**config.mk**
```make
export PLATFORM = sky130hd
export DESIGN_NAME = data_ctrl_flat
export DESIGN_NICKNAME = d
export VERILOG_FILES = /design/src/rtl/data_ctrl_if.sv /design/src/rtl/data_ctrl.sv /design/src/flat_wrapper.sv
export SDC_FILE = /design/constraint.sdc
export NUM_CORES = 1
export LEC_CHECK = 0
export ABC_AREA = 1
export BUFFER_PORTS_ARGS = -buffer_cell sky130_fd_sc_hd__buf_2
export CAP_MARGIN = 20
export CELL_PAD_IN_SITES_DETAIL_PLACEMENT = 1
export CELL_PAD_IN_SITES_GLOBAL_PLACEMENT = 1
export CORE_UTILIZATION = 42
export CTS_CLUSTER_SIZE = 16
export DETAILED_ROUTE_END_ITERATION = 6
export PLACE_DENSITY = 0.95
export SYNTH_ARGS = -nofsm -noshare
export SYNTH_HDL_FRONTEND = slang
export SYNTH_SLANG_ARGS = --single-unit
```
**constraint.sdc**
```tcl
create_clock -name clk -period 4.6 [get_ports clk]
set_clock_uncertainty 0.05 [all_clocks]
set_input_delay 0.69 -clock clk [delete_from_list [all_inputs] [get_ports clk]]
set_output_delay 0.69 -clock clk [all_outputs]
set_load 0.1 [all_outputs]
```
**src/rtl/data_ctrl_if.sv**
```systemverilog
`default_nettype none
// ============================================================================
// Module      : data_ctrl_if
// Description : Instruction handshake and datapath-control bundle of the
//               data_ctrl sequencer. Optional macro: DATA_CTRL_RETIRE_CNT_EN.
// Revision    : 1.0 - initial release
// ============================================================================
interface data_ctrl_if #(
    parameter int REG_AW = 6
) ();
    logic [31:0]       instr;
    logic              instr_valid;
    logic              instr_ready;
    logic [31:0]       pc;
    logic              eq;
    logic [REG_AW-1:0] rs1;
    logic [REG_AW-1:0] rs2;
    logic [REG_AW-1:0] rd;
    logic              reg_write;
    logic [31:0]       imm_op;
    logic              alu_src;
    logic              alu_ctrl;
    logic              busy;
    logic              illegal;
`ifdef DATA_CTRL_RETIRE_CNT_EN
    logic [31:0]       retired;

    modport master (
        input  instr, instr_valid, eq,
        output instr_ready, pc, rs1, rs2, rd, reg_write, imm_op,
               alu_src, alu_ctrl, busy, illegal, retired
    );
    modport slave (
        output instr, instr_valid, eq,
        input  instr_ready, pc, rs1, rs2, rd, reg_write, imm_op,
               alu_src, alu_ctrl, busy, illegal, retired
    );
`else
    modport master (
        input  instr, instr_valid, eq,
        output instr_ready, pc, rs1, rs2, rd, reg_write, imm_op,
               alu_src, alu_ctrl, busy, illegal
    );
    modport slave (
        output instr, instr_valid, eq,
        input  instr_ready, pc, rs1, rs2, rd, reg_write, imm_op,
               alu_src, alu_ctrl, busy, illegal
    );
`endif
endinterface
`default_nettype wire

```
**src/rtl/data_ctrl.sv**
```systemverilog
`default_nettype none
// ============================================================================
// Module      : data_ctrl
// Description : FETCH/DECODE/EXEC/WB sequencer for ADD, ADDI and BNE with
//               PC tracking and a sticky trap on unsupported encodings.
//               Optional retire counter: define DATA_CTRL_RETIRE_CNT_EN.
// Revision    : 1.0 - initial release
// ============================================================================
module data_ctrl #(
    parameter logic [31:0] RESET_PC = 32'h0000_0000,
    parameter int          REG_AW   = 6
) (
    input  wire logic     clk,
    input  wire logic     rst,
    data_ctrl_if.master   bus
);

    typedef enum logic [2:0] {
        S_FETCH  = 3'd0,
        S_DECODE = 3'd1,
        S_EXEC   = 3'd2,
        S_WB     = 3'd3,
        S_TRAP   = 3'd4
    } state_t;

    localparam logic [6:0] c_OP_REG = 7'b0110011;
    localparam logic [6:0] c_OP_IMM = 7'b0010011;
    localparam logic [6:0] c_OP_BR  = 7'b1100011;

    state_t            r_state;
    state_t            w_state_nxt;
    logic [31:0]       r_instr;
    logic [31:0]       r_pc;
    logic [31:0]       r_imm;
    logic [REG_AW-1:0] r_rs1;
    logic [REG_AW-1:0] r_rs2;
    logic [REG_AW-1:0] r_rd;
    logic              r_is_bne;
    logic              r_reg_write;
    logic              r_alu_src;
    logic              r_alu_ctrl;
    logic              r_illegal;

    logic              w_dec_add;
    logic              w_dec_addi;
    logic              w_dec_bne;
    logic              w_dec_legal;
    logic [31:0]       w_imm_i;
    logic [31:0]       w_imm_b;
    logic [31:0]       w_dec_imm;

    // Decode always looks at the latched word, never the live bus.
    assign w_dec_add   = (r_instr[6:0] == c_OP_REG) && (r_instr[14:12] == 3'b000)
                         && (r_instr[31:25] == 7'b0000000);
    assign w_dec_addi  = (r_instr[6:0] == c_OP_IMM) && (r_instr[14:12] == 3'b000);
    assign w_dec_bne   = (r_instr[6:0] == c_OP_BR)  && (r_instr[14:12] == 3'b001);
    assign w_dec_legal = w_dec_add || w_dec_addi || w_dec_bne;

    assign w_imm_i   = {{20{r_instr[31]}}, r_instr[31:20]};
    assign w_imm_b   = {{19{r_instr[31]}}, r_instr[31], r_instr[7],
                        r_instr[30:25], r_instr[11:8], 1'b0};
    assign w_dec_imm = w_dec_addi ? w_imm_i : (w_dec_bne ? w_imm_b : 32'h0000_0000);

    always_ff @(posedge clk) begin
        if (rst) begin
            r_state <= S_FETCH;
        end else begin
            r_state <= w_state_nxt;
        end
    end

    always_comb begin
        w_state_nxt = r_state;
        case (r_state)
            S_FETCH:  if (bus.instr_valid) w_state_nxt = S_DECODE;
            S_DECODE: w_state_nxt = w_dec_legal ? S_EXEC : S_TRAP;
            S_EXEC:   w_state_nxt = r_is_bne ? S_FETCH : S_WB;
            S_WB:     w_state_nxt = S_FETCH;
            S_TRAP:   w_state_nxt = S_TRAP;
            default:  w_state_nxt = S_FETCH;
        endcase
    end

    always_ff @(posedge clk) begin
        if (rst) begin
            r_instr     <= 32'h0000_0000;
            r_pc        <= RESET_PC;
            r_imm       <= 32'h0000_0000;
            r_rs1       <= '0;
            r_rs2       <= '0;
            r_rd        <= '0;
            r_is_bne    <= 1'b0;
            r_reg_write <= 1'b0;
            r_alu_src   <= 1'b0;
            r_alu_ctrl  <= 1'b0;
            r_illegal   <= 1'b0;
        end else begin
            case (r_state)
                S_FETCH: begin
                    if (bus.instr_valid) r_instr <= bus.instr;
                end
                S_DECODE: begin
                    r_rs1      <= REG_AW'(r_instr[19:15]);
                    r_rs2      <= REG_AW'(r_instr[24:20]);
                    r_rd       <= REG_AW'(r_instr[11:7]);
                    r_imm      <= w_dec_imm;
                    r_is_bne   <= w_dec_bne;
                    r_alu_src  <= w_dec_addi;
                    r_alu_ctrl <= w_dec_bne;
                    if (!w_dec_legal) r_illegal <= 1'b1;
                end
                S_EXEC: begin
                    if (r_is_bne) begin
                        r_pc       <= bus.eq ? (r_pc + 32'd4) : (r_pc + r_imm);
                        r_alu_src  <= 1'b0;
                        r_alu_ctrl <= 1'b0;
                    end else begin
                        // x0 is hardwired; its write strobe never leaves the block.
                        r_reg_write <= (r_rd != '0);
                    end
                end
                S_WB: begin
                    r_reg_write <= 1'b0;
                    r_pc        <= r_pc + 32'd4;
                    r_alu_src   <= 1'b0;
                    r_alu_ctrl  <= 1'b0;
                end
                default: begin
                end
            endcase
        end
    end

`ifdef DATA_CTRL_RETIRE_CNT_EN
    logic [31:0] r_retired;

    always_ff @(posedge clk) begin
        if (rst) begin
            r_retired <= 32'h0000_0000;
        end else if ((r_state == S_WB) || ((r_state == S_EXEC) && r_is_bne)) begin
            r_retired <= r_retired + 32'd1;
        end
    end

    assign bus.retired = r_retired;
`endif

    assign bus.instr_ready = (r_state == S_FETCH);
    assign bus.busy        = (r_state != S_FETCH) && (r_state != S_TRAP);
    assign bus.pc          = r_pc;
    assign bus.rs1         = r_rs1;
    assign bus.rs2         = r_rs2;
    assign bus.rd          = r_rd;
    assign bus.reg_write   = r_reg_write;
    assign bus.imm_op      = r_imm;
    assign bus.alu_src     = r_alu_src;
    assign bus.alu_ctrl    = r_alu_ctrl;
    assign bus.illegal     = r_illegal;

endmodule
`default_nettype wire

```
**src/flat_wrapper.sv**
```systemverilog
// flat-port wrapper written by rule: the top's interface ports become plain ports
module data_ctrl_flat 
#(
    parameter logic [31:0] RESET_PC = 32'h0000_0000,
    parameter int          REG_AW   = 6
)
  (clk, rst, bus_instr, bus_instr_valid, bus_eq, bus_instr_ready, bus_pc, bus_rs1, bus_rs2, bus_rd, bus_reg_write, bus_imm_op, bus_alu_src, bus_alu_ctrl, bus_busy, bus_illegal);
  data_ctrl_if #(.REG_AW(REG_AW)) bus_i ();
  input  wire logic clk;
  input  wire logic rst;
  input wire logic [$bits(bus_i.instr)-1:0] bus_instr;
  input wire logic [$bits(bus_i.instr_valid)-1:0] bus_instr_valid;
  input wire logic [$bits(bus_i.eq)-1:0] bus_eq;
  output wire logic [$bits(bus_i.instr_ready)-1:0] bus_instr_ready;
  output wire logic [$bits(bus_i.pc)-1:0] bus_pc;
  output wire logic [$bits(bus_i.rs1)-1:0] bus_rs1;
  output wire logic [$bits(bus_i.rs2)-1:0] bus_rs2;
  output wire logic [$bits(bus_i.rd)-1:0] bus_rd;
  output wire logic [$bits(bus_i.reg_write)-1:0] bus_reg_write;
  output wire logic [$bits(bus_i.imm_op)-1:0] bus_imm_op;
  output wire logic [$bits(bus_i.alu_src)-1:0] bus_alu_src;
  output wire logic [$bits(bus_i.alu_ctrl)-1:0] bus_alu_ctrl;
  output wire logic [$bits(bus_i.busy)-1:0] bus_busy;
  output wire logic [$bits(bus_i.illegal)-1:0] bus_illegal;
  assign bus_i.instr = bus_instr;
  assign bus_i.instr_valid = bus_instr_valid;
  assign bus_i.eq = bus_eq;
  assign bus_instr_ready = bus_i.instr_ready;
  assign bus_pc = bus_i.pc;
  assign bus_rs1 = bus_i.rs1;
  assign bus_rs2 = bus_i.rs2;
  assign bus_rd = bus_i.rd;
  assign bus_reg_write = bus_i.reg_write;
  assign bus_imm_op = bus_i.imm_op;
  assign bus_alu_src = bus_i.alu_src;
  assign bus_alu_ctrl = bus_i.alu_ctrl;
  assign bus_busy = bus_i.busy;
  assign bus_illegal = bus_i.illegal;
  data_ctrl #(.RESET_PC(RESET_PC), .REG_AW(REG_AW)) u_core (.clk(clk), .rst(rst), .bus(bus_i));
endmodule
```
==> impl_metrics.sql <==
INSERT INTO impl_metrics (metric_group, metric, value, unit) VALUES
('status', 'outcome', 'complete, no violations', ''),
('worst_setup_path', 'worstReg2RegStart', 'u_core.bus.imm_op[30]', ''),
('power', 'fin_total_pwr', '2.26', 'mW'),
('clock_tree', 'clk_pin_slew_worst_paths', '0.07', 'ns'),
('detailed_routing', 'route.vias.total', '8662', ''),
('detailed_routing', 'drt_first_pass_iters', '5', ''),
('worst_setup_path', 'worstRegToRegCells', '13', ''),
('synth', 'synth.top_cells.by_area', 'sky130_fd_sc_hd__dfxtp_1, sky130_fd_sc_hd__nand2_1, sky130_fd_sc_hd__inv_1', ''),
('worst_setup_path', 'critical_path.most_common_cell', 'sky130_fd_sc_hd__nand2_1', ''),
('timing', 'rsz0062_at_grt', 'no', ''),
('grt', 'global_route_total_usage_across_every_layer', '0.331', ''),
('clock_tree', 'clk_root_buf', 'sky130_fd_sc_hd__clkbuf_16', ''),
('worst_setup_path', 'critical_path_peak_fanout', '31', ''),
('power', 'p_per_area', '269', 'nW/um^2'),
('timing', 'hold_viol_final', '0', ''),
('placement', 'globalplace.congestion', '0.971', ''),
('timing', 'post-route-min-period', '2.66', 'ns'),
('clock_tree', 'cts.sink_count', '100', ''),
('worst_setup_path', 'start_kind', 'flop', ''),
('final_layout', 'fin_nets', '1403', ''),
('clock_tree', 'total_clock_buffers_created_by_cts', '9', ''),
('detailed_routing', 'route.final.wire_length', '29400', 'um'),
('die', 'pin_count', '124', ''),
('placement', 'numPortBuffers', '120', ''),
('hold_path', 'min_path_type', 'flop to flop', ''),
('worst_setup_path', 'worstPathRequired', '4.84', 'ns'),
('final_layout', 'layout-area-overhead-vs-synth', '13.1', '%'),
('worst_setup_path', 'critPathLaunch', 'u_core.bus.imm_op[30]', ''),
('synth', 'avgSynthCellArea', '5.96', 'sq um'),
('detailed_routing', 'antenna_violating_nets_post_route', '0', ''),
('job', 'maxCapViolCount', '0', ''),
('power', 'worst_voltage_drop_across_the_vdd_grid', '0.000272', 'V'),
('die', 'rows', '48', ''),
('synth', 'postSynthRegisterBits', '100', ''),
('clock_tree', 'clock_latency', '0.38', 'ns'),
('die', 'core_area', '17300', 'sq um'),
('worst_setup_path', 'cp_num_cells', '13', ''),
('timing', 'worst_slew_pin_tran', '0.678', 'ns'),
('worst_setup_path', 'crit_chain', 'buf_16, ha_1, nand2_1, nor2_1, inv_1, nor2_1, and2_1, nand2_1, nand2_1, nand2_1, nand3_1, nand2_1, a21oi_1', ''),
('grt', 'initial_antenna_violation_count', '0', ''),
('clock_tree', 'post-cts-setup-buffers', '0', ''),
('die', 'die-width', '135', 'um'),
('grt', 'grt_pass1_wl', '46300', 'um'),
('worst_setup_path', 'critical-path-slowest-cell', 'sky130_fd_sc_hd__ha_1', ''),
('detailed_routing', 'wl_per_cell', '18.8', 'um'),
('final_layout', 'mostFrequentLayoutCell', 'sky130_fd_sc_hd__nand2_1', ''),
('final_layout', 'post-route-util', '0.486', ''),
('timing', 'timing.fmax', '0.376', 'GHz'),
('synth', 'yosysUniqueCellTypes', '50', ''),
('timing', 'sum_of_negative_setup_slack', '0', 'ns'),
('clock_tree', 'clock_tree.htree_level_count', '3', ''),
('synth', 'synth.top_cell.area_share', '0.269', ''),
('detailed_routing', 'drt-initial-drc-count', '618', ''),
('die', 'floorplan.initialDensity', '0.430', ''),
('final_layout', 'num_antenna_cells', '0', ''),
('timing', 'drv_slew', '0', ''),
('clock_tree', 'cts.repair.resized', '0', ''),
('grt', 'gr-total-overflow', '0', ''),
('synth', 'synth_sequential_area_ratio', '0.269', ''),
('synth', 'synth_enable_flop_cells', '0', ''),
('die', 'chipHeight', '135', 'um'),
('worst_setup_path', 'worst_ep_arrival_time', '2.90', 'ns'),
('worst_setup_path', 'path_buf_inv', '2', ''),
('synth', 'post_synthesis_cell_area', '7430', 'sq um'),
('timing', 'tcrit_tclk_final', '0.578', ''),
('clock_tree', 'cts_tree', 'built', ''),
('timing', 'slew_headroom', '0.544', ''),
('placement', 'dp_hpwl', '22000', 'um'),
('synth', 'synthFlopType', 'sky130_fd_sc_hd__dfxtp_1', ''),
('final_layout', 'post_route_cells_drive_above_1_share', '0.130', ''),
('hold_path', 'min_from', 'u_core.bus.illegal', '');
state kept, by name, summed over array words and instances (netlist names), 3 cells and up:
signal / cells
u_core.bus.pc: 32
u_core.r_instr: 32
u_core.bus.imm_op: 13
u_core.bus.rd: 5
u_core.bus.rs1: 5
u_core.bus.rs2: 5
u_core.r_state: 3
logic make-up (layout without fill, tap and decap cells):
family | after synthesis | after routing | synth area share
AOI/OAI and AO/OA | 208 | 208 | 0.153
xor gates and xnor gates | 7 | 7 | 0.00825
adders and majority gates | 33 | 33 | 0.0565
buffers and inverters | 253 | 343 | 0.142
DFF | 100 | 100 | 0.269
other | 1 | 3 | 0.000504
and+or+nand+nor | 645 | 645 | 0.370
worst paths after layout:
path / slack [ns] / to
setup / recovery: 1.94 / u_core.bus.pc[27]
hold / removal: 0.41 / u_core.bus.illegal
setup reg to reg: 1.94 / u_core.bus.pc[27]
hold reg to reg: 0.41 / u_core.bus.illegal
metal layers:
metal  GRT usage  routed length [um]  vias to the layer above
li1            -                   -                     4125
met1       0.406               12300                     4134
met2       0.568               14100                      316
met3      0.0435                1720                       87
met4       0.164                1190                        0
met5           0                   0                        -
synthesized netlist by cell type (2+ instances only):
cell type / instances
sky130_fd_sc_hd__nor3_2: 2
sky130_fd_sc_hd__a21oi_1: 111
sky130_fd_sc_hd__nand3b_1: 4
sky130_fd_sc_hd__nor2_2: 2
sky130_fd_sc_hd__nand3_2: 2
sky130_fd_sc_hd__o221ai_1: 5
sky130_fd_sc_hd__xnor2_1: 3
sky130_fd_sc_hd__nor3_4: 2
sky130_fd_sc_hd__clkbuf_1: 20
sky130_fd_sc_hd__o21ai_0: 55
sky130_fd_sc_hd__o21bai_1: 2
sky130_fd_sc_hd__xor2_1: 4
sky130_fd_sc_hd__a211oi_1: 3
sky130_fd_sc_hd__nand2_1: 404
sky130_fd_sc_hd__clkinv_1: 2
sky130_fd_sc_hd__o21ai_1: 5
sky130_fd_sc_hd__buf_2: 9
sky130_fd_sc_hd__dfxtp_1: 100
sky130_fd_sc_hd__nand2_2: 3
sky130_fd_sc_hd__inv_2: 4
sky130_fd_sc_hd__nand3_1: 85
sky130_fd_sc_hd__o211ai_1: 9
sky130_fd_sc_hd__inv_1: 191
sky130_fd_sc_hd__ha_1: 32
sky130_fd_sc_hd__and3_1: 2
sky130_fd_sc_hd__nand4_1: 10
sky130_fd_sc_hd__and2_1: 2
sky130_fd_sc_hd__nor2_1: 92
sky130_fd_sc_hd__nor3_1: 24
sky130_fd_sc_hd__a21oi_2: 2
sky130_fd_sc_hd__a31oi_1: 9
sky130_fd_sc_hd__inv_4: 2
sky130_fd_sc_hd__nor2_4: 5
sky130_fd_sc_hd__nand2_4: 2
sky130_fd_sc_hd__buf_4: 22
sky130_fd_sc_hd__nor4_1: 2
tightest hold or removal path, delay by kind of cell (launching register included):
kind                   cells  cell delay [ns]
flip-flops                 1             0.31
buffers and inverters      1             0.05
AO/OA/AOI/OAI              1             0.05
stage by stage:
step | std cells | cell area, sq um | setup slack [ns]
floorplan | 1249 | 7440 | 1.47
global placement | 1547 | 8080 | 1.61
detailed placement | 1547 | 8080 | 1.54
CTS | 1563 | 8380 | 1.41
global route | 1564 | 8410 | 1.82
finish | 1564 | 8410 | 1.94
report_power, final:
group / internal (mW) / switching (mW) / total, mW
clock network: 0.393 / 0.420 / 0.812
registers: 0.921 / 0.0416 / 0.962
logic: 0.0941 / 0.396 / 0.490
total: 1.41 / 0.857 / 2.26
area by class of cell:
class,count,area (sq um),area share
sequential,100,2000,0.238
inverter,199,752,0.0894
tap,225,282,0.0335
clock inverter,7,81.3,0.00967
clock buffer,9,225,0.0268
multi-input combinational,896,4390,0.522
timing repair buffer,128,681,0.0809
Note: power is estimated with default switching activity, not from simulation.
